[src/rtl/lcd_sched.sv]
// lcd_sched: arbitrates two byte-write requesters onto a 4-bit HD44780-style
// LCD bus. Each accepted byte goes out as two enable strobes (high nibble
// first). Clear/home commands (rs=0, byte 0x01..0x03) are followed by
// LONG_WAIT idle cycles before the bus is released.
// Optional feature: define LCD_SCHED_ROUND_ROBIN_EN for round-robin
// arbitration. When it is undefined, requester 0 has fixed priority.
module lcd_sched #(
  parameter int LONG_WAIT = 2
) (
  input  logic       clk,
  input  logic       reset,
  input  logic       init_done,
  input  logic       req0,
  input  logic       rs0,
  input  logic [7:0] byte0,
  output logic       ack0,
  input  logic       req1,
  input  logic       rs1,
  input  logic [7:0] byte1,
  output logic       ack1,
  output logic       busy,
  output logic       en,
  output logic       rs,
  output logic [3:0] data
);

  typedef enum logic [2:0] {
    IDLE,
    HI_ON,
    HI_OFF,
    LO_ON,
    LO_OFF,
    WAIT
  } state_t;

  localparam logic [3:0] WAIT_LAST = 4'(LONG_WAIT - 1);

  state_t     state;
  logic [7:0] lat_byte;
  logic [3:0] wait_cnt;
  logic       any_req;
  logic       pick1;
  logic [7:0] sel_byte;
  logic       sel_rs;
  logic       long_cmd;
  logic       grant;

  assign any_req = req0 | req1;
  assign grant   = (state == IDLE) & init_done & any_req;

`ifdef LCD_SCHED_ROUND_ROBIN_EN
  logic last1;  // 1 = requester 1 was granted most recently

  // Round-robin: on a tie, grant the requester that did not win last time.
  assign pick1 = req1 & (~req0 | ~last1);

  // Pointer follows every grant; after reset it favours requester 0.
  always_ff @(posedge clk) begin
    if (reset) begin
      last1 <= 1'b1;
    end else if (grant) begin
      last1 <= pick1;
    end
  end
`else
  // Fixed priority: requester 1 only wins when requester 0 is idle.
  assign pick1 = req1 & ~req0;
`endif

  assign sel_byte = pick1 ? byte1 : byte0;
  assign sel_rs   = pick1 ? rs1 : rs0;

  // Clear (0x01) and home (0x02/0x03) need extra settle time on the panel.
  assign long_cmd = ~rs & ((lat_byte == 8'h01) | (lat_byte == 8'h02) | (lat_byte == 8'h03));

  // Transaction sequencer with registered bus, ack and busy outputs.
  always_ff @(posedge clk) begin
    if (reset) begin
      state    <= IDLE;
      lat_byte <= 8'h00;
      wait_cnt <= 4'd0;
      ack0     <= 1'b0;
      ack1     <= 1'b0;
      busy     <= 1'b0;
      en       <= 1'b0;
      rs       <= 1'b0;
      data     <= 4'h0;
    end else begin
      // NOTE: acks default low each cycle so the grant branch below yields a
      // single-cycle pulse; with non-blocking assignments the later write wins.
      ack0 <= 1'b0;
      ack1 <= 1'b0;
      case (state)
        IDLE: begin
          if (grant) begin
            state    <= HI_ON;
            busy     <= 1'b1;
            lat_byte <= sel_byte;
            rs       <= sel_rs;
            data     <= sel_byte[7:4];
            en       <= 1'b1;
            ack0     <= ~pick1;
            ack1     <= pick1;
          end
        end
        HI_ON: begin
          en    <= 1'b0;
          state <= HI_OFF;
        end
        HI_OFF: begin
          en    <= 1'b1;
          data  <= lat_byte[3:0];
          state <= LO_ON;
        end
        LO_ON: begin
          en    <= 1'b0;
          state <= LO_OFF;
        end
        LO_OFF: begin
          if (long_cmd) begin
            wait_cnt <= 4'd0;
            state    <= WAIT;
          end else begin
            busy  <= 1'b0;
            state <= IDLE;
          end
        end
        WAIT: begin
          if (wait_cnt == WAIT_LAST) begin
            wait_cnt <= 4'd0;
            busy     <= 1'b0;
            state    <= IDLE;
          end else begin
            wait_cnt <= wait_cnt + 4'd1;
          end
        end
        default: begin
          en    <= 1'b0;
          busy  <= 1'b0;
          state <= IDLE;
        end
      endcase
    end
  end

endmodule
[config.mk]
export PLATFORM = sky130hd
export DESIGN_NAME = lcd_sched
export DESIGN_NICKNAME = d
export VERILOG_FILES = /design/src/rtl/lcd_sched.sv
export SDC_FILE = /design/constraint.sdc
export NUM_CORES = 1
export LEC_CHECK = 0
export CAP_MARGIN = 20
export CORE_ASPECT_RATIO = 0.6
export CORE_MARGIN = 8
export CORE_UTILIZATION = 30
export DETAILED_ROUTE_END_ITERATION = 8
export PLACE_DENSITY = 0.63
export SLEW_MARGIN = 5
export SYNTH_ARGS = -nofsm -noshare
export SYNTH_HDL_FRONTEND = slang
export SYNTH_SLANG_ARGS = --single-unit
[constraint.sdc]
create_clock -name clk -period 1.81 [get_ports clk]
set_input_delay 0.362 -clock clk [delete_from_list [all_inputs] [get_ports clk]]
set_output_delay 0.362 -clock clk [all_outputs]
set_load 0.1 [all_outputs]
[After elaboration in Yosys (flattened, before gate mapping)]
Cells that the tools add are included.
Operators by class
  $add $sub $neg: 1
  equality and inequality tests: 13
  reductions and logical operators: 12
  bitwise logic cells: 14
  mux-type cells: 16
Operator list (count)
  $pmux 3 s6: 1
  $eq 8x2->1 const B: 2
  $pmux 4 s2: 2
  $mux 4: 3
  $reduce_and 2->1: 5
  $mux 3: 3
  $eq 8x1->1 const B: 1
  $mux 8: 1
  $ne 2x2->1 const B: 4
  $not 1->1: 7
  $eq 3x2->1 const B: 2
  $eq 3x3->1 const B: 2
  $reduce_or 3->1: 2
  $add 4x1->4 const B: 1
  $and 1x1->1: 4
  $eq 4x1->1 const B: 1
  $mux 1: 4
  $pmux 1 s4: 1
  $reduce_and 4->1: 1
  $reduce_bool 2->1: 2
  $eq 3x1->1 const B: 1
  $logic_not 3->1: 1
  $or 1x1->1: 3
  $pmux 1 s3: 1
  $reduce_or 2->1: 1
Word-level totals
  output and inout port bits: 9
  input port bits: 23
  bits in registers: 24
  word-level logic and storage cells: 65

[Depth between registers and ports, before layout]
  depth after elaboration: 6
  depth in mapped cells: 7
  gate-level depth less buffers: 6

[Worst setup path after synthesis]
Ideal clock, no wire load.
  path type: register to register
  start: reg rs
  end: reg wait_cnt[2]
  cell stages (with the launch flop): 5
  clock period less this slack: 1691 ps
  path slack: 119 ps
  required time: 1740 ps
  path buffers: 0
  setup time: 70 ps
  data arrival time: 1620 ps
  cell sequence: dfxtp_1 nor4b_2 a41oi_1 o21ai_1 a21oi_1
Between the ends
  cells in the longest elaborated chain, start to end: 4
Ends and longest elaborated chain
  start: declaration: RTL line 23  | output logic rs,
  start signal: assignment: RTL line 99  | rs <= sel_rs;
  $not 1->1: RTL line 74  | assign long_cmd = ~rs & ((lat_byte == 8'h01) | (lat_byte == 8'h02) | (lat_byte == 8'h03));
  $and 1x1->1: RTL line 74
  $ne 2x2->1 (no source line)
  $reduce_and 2->1 (no source line)
  end signal: assignment: RTL line 134  | wait_cnt <= wait_cnt + 4'd1;
  end: declaration: RTL line 40  | logic [3:0] wait_cnt;
No other way between the ends.
A chain may end at the register's enable or synchronous reset.

[Final worst setup path]
  start: in req1
  end: reg data[1]
Between the ends
  cells in the longest elaborated chain, start to end: 4
Ends and longest elaborated chain
  start: declaration: RTL line 17  | input logic req1,
  $and 1x1->1 / $or 1x1->1 (equally long branches): RTL line 67, 48
  $mux 8 / $and 1x1->1 (equally long branches): RTL line 70, 49
  $mux 4 / $ne 2x2->1 (equally long branches)
  $pmux 4 s2 / $reduce_and 2->1 (equally long branches)
  end signal: assignment: RTL line 100  | data <= sel_byte[7:4];
  end signal: assignment: RTL line 112  | data <= lat_byte[3:0];
  end: declaration: RTL line 24  | output logic [3:0] data
Parallel ways exist; a longest one is shown, timed or not. The select of a mux whose other input is x is not followed.

==> results.md <==
- Root buf cell: clkbuf_8
- Sequential Power Share: 0.439
- Fillers: about 320
- Period minus WS final: 1.735 ns
- Fmax achieved: approximately 580 MHz
- Synth top cells by count: 24 x dfxtp_1, 11 x nand2_1, 11 x nor2_1
- Worst Hold Depth: 2
- GPL Wtd Cong: ~0.81
- CTS buffer count: 3
- Number of global-route vias before repair: a little under 1,000
- Sw frac: 0.3209
- Psw: roughly 0.00045 W
- Worst-case register-to-register setup slack: 0.33 ns
- Wire per inst: approximately 14 um
- Clock Skews: approximately 0.0039 ns
- Gr usage total: 0.09223
- Clk_lat worst skew: approximately 0.26 ns
- CTS tree: done
- Final instance area: between 1500 and 2000 um^2
- Residual DRC: 0
- Reg clk slew, reported paths: around 0.080 ns
- Pleak: between 0.5 and 0.6 nW
- Worst path slowest cell: clkdlybuf4s50_1
- WP data required: 1.96 ns
- DP Wirelength: approximately 2.2 mm
- CP Max Fanout: 8
- Async set or reset register ratio after synthesis: 0
- Total power divided by cell area: between 800 and 900 nW/um^2
- Synthesis-stage register bit count: 24
- Endpoints failing hold: 0
- Ports: 32
- Initial antenna violation count: 0
- Detailed Route Iter0 Violations: 70
- Worst EP arrival: between 1.5 and 2 ns
- Internal power: 0.0009617 W
- Slowest stage delay, CP: roughly 0.48 ns
- Slew Viols, Final: 0
- Combinational share of power: 0.312
- Number of max-cap violations: 0
- Peak supply drop: 0.2561 mV
- Cell Area, Synth: approximately 1100 um^2
- Crit. Startpoint: req1
- Distinct cells, synth: 40
- Final setup viols: 0
- Dpl cell area: 1587 um^2
- Cell with the most instances after synthesis: dfxtp_1
- Multi-input logic area: 573.1 um^2
- Mapped Nets: ~140
- Total chip power: 0.001416 W
- Pin count of the biggest net entering global routing: 21
- Via/cell ratio: approximately 4.9
- Total wire length: between 2 and 3 mm
- H-tree level count: 1
- Area contributors post-synth: dfxtp_1 43%, mux2i_1 4.5%, a211oi_1 4.1%
- Setup crit end: data[1]$_SDFFE_PP0P_
- Startpoint type of the worst setup path: input port
- Setup crit end kind: flip-flop
- GRT overflow: 0
- FF/Latch Area: slightly below 500 um^2
- Nets: 177
- Chip height: 63.04 um
- Clock power share: 0.249
- CTS Buffer Depth: 2
- Starting density of the core: 0.3077
- YS warnings: 0
- Drt pass-1 iters: 4
- Port bufs: 31
- First-pass GRT wire length: around 4.5 mm
- CORE AREA: approximately 3600 um^2
- Antenna diode count: 0
- Vias: 974
- Layout cells sized above 1: 0.1722
- Worst r2r src: state[1]$_SDFFE_PP0P_
- Post-CTS setup buffer count: 0
- Routed Antenna Nets: 0
- EDFF count, synth: 0
- R2r endpoint: wait_cnt[2]$_SDFFE_PP0P_
- Area Overhead vs Synth: 48.42%
- Hold crit path type: flip-flop to flip-flop
- Die Area: 5950 um^2
- Cell taking the most area after synthesis: dfxtp_1
- Worst slew margin: 0.7156
- Yosys top cell area share: 0.4344
- Avg Cell Area, Syn: about 9.5 um^2
- Row cnt: 17
- Crit path kind: input port to flip-flop
- Status: completed
- Top FF cell, synth: dfxtp_1
- PostCTS Resize Cnt: 0
- Final Cycle Share: 0.9588
- Seq/Total Area, Yosys: 0.4344
- Cells after Synth: about 120
- Critical-path cell list: clkdlybuf4s50_1, nor2b_1, buf_4, mux2_1, a222oi_1, nor2_1
- Register-to-Register Path Depth: 4
- Hold buffer count at cts: 0
- RSZ-0062 raised after global routing: no
- Clock sink count: 24
- Die width: 94.39 um
- Worst-Margin Slew: 0.4237 ns
[worst max-delay path: cells and delay by family]
kind / cells / cell delay (ns)
buf+inv: 2 / 0.65
mux: 1 / 0.35
compound gates: 1 / 0.31
simple gates: 2 / 0.20
[area by class of cell]
type | count | area share
Sequential cell | 24 | 0.2927
Multi-Input combinational cell | 85 | 0.3491
Timing Repair Buffer | 37 | 0.2866
Inverter | 1 | 0.002287
Tap cell | 47 | 0.03582
Clock buffer | 4 | 0.03354
[cells in the final DEF, fill, tap and decap left out, drive strengths merged, types with 2 or more instances in the layout]
| cell | Yosys | routed |
|---|---|---|
| a21oi | 8 | 8 |
| nor2 | 12 | 12 |
| and2 | 2 | 2 |
| clkdlybuf4s50 | 0 | 22 |
| o21ai | 3 | 3 |
| a31oi | 2 | 2 |
| nand2b | 2 | 2 |
| nand2 | 11 | 11 |
| a222oi | 4 | 4 |
| and3b | 2 | 2 |
| nor3 | 3 | 3 |
| buf | 4 | 15 |
| clkbuf | 2 | 4 |
| or2 | 2 | 2 |
| nor2b | 3 | 3 |
| mux2 | 4 | 4 |
| nand3 | 2 | 2 |
| ha | 2 | 2 |
| dfxtp | 24 | 24 |
| mux2i | 5 | 5 |
| a211oi | 6 | 6 |
[metal layers]
metal | track usage | vias up | part of all wire
li1 | - | 498 | -
met1 | 0.1217 | 447 | 0.50
met2 | 0.1408 | 27 | 0.44
met3 | 0.02638 | 2 | 0.051
met4 | 0.02554 | 0 | 0.0097
met5 | 0 | - | 0
[power by group through the flow]
stage	registers, W	clock network (W)	logic (W)
after floorplan	0.000744	0	0.000152
after global placement	0.000631	0	0.000438
after detailed placement	0.000634	0	0.000444
after CTS	0.000621	0.000364	0.000445
after global routing	0.000628	0.000383	0.000467
final	0.000621	0.000353	0.000442
[metrics by stage]
step	util	instances	TNS, ns	hold slack, ns	setup slack (ns)
3_5_place_dp	0.4414	194	-0.6212	0.4554	-0.1965
3_3_place_gp	0.4414	194	-0.4020	0.4447	-0.1170
6_report	0.4567	198	0	0.4661	0.07453
4_1_cts	0.4567	198	0	0.4670	0.07054
5_1_grt	0.4567	198	0	0.4908	0.02302
2_1_floorplan	-	116	0	0.4348	0.1195
[sequential cells by signal, summed over array words and instances (netlist names)]
signal	count
ack1	1
state	3
wait_cnt	4
en	1
lat_byte	8
data	4
ack0	1
busy	1
rs	1
[worst min path at each step]
stage | endpoint | start | slack (ns)
floorplan | lat_byte[0]$_SDFFE_PP0N_ | reset | 0.43
global placement | lat_byte[6]$_SDFFE_PP0N_ | lat_byte[6]$_SDFFE_PP0N_ | 0.44
detailed placement | lat_byte[7]$_SDFFE_PP0N_ | lat_byte[7]$_SDFFE_PP0N_ | 0.46
CTS | lat_byte[7]$_SDFFE_PP0N_ | lat_byte[7]$_SDFFE_PP0N_ | 0.47
global route | lat_byte[7]$_SDFFE_PP0N_ | lat_byte[7]$_SDFFE_PP0N_ | 0.49
finish | lat_byte[7]$_SDFFE_PP0N_ | lat_byte[7]$_SDFFE_PP0N_ | 0.47
[cells by family (layout without fill, tap and decap cells)]
logic type,after synthesis,after routing,share of synthesized area
simple gates,46,46,0.2297
compound gates,27,27,0.1720
flops,24,24,0.4344
mux,9,9,0.08597
buf+inv,7,42,0.04751
fa+ha+maj,2,2,0.02262
xor+xnor,1,1,0.007920
No activity file was read; power rests on OpenSTA's default activity.
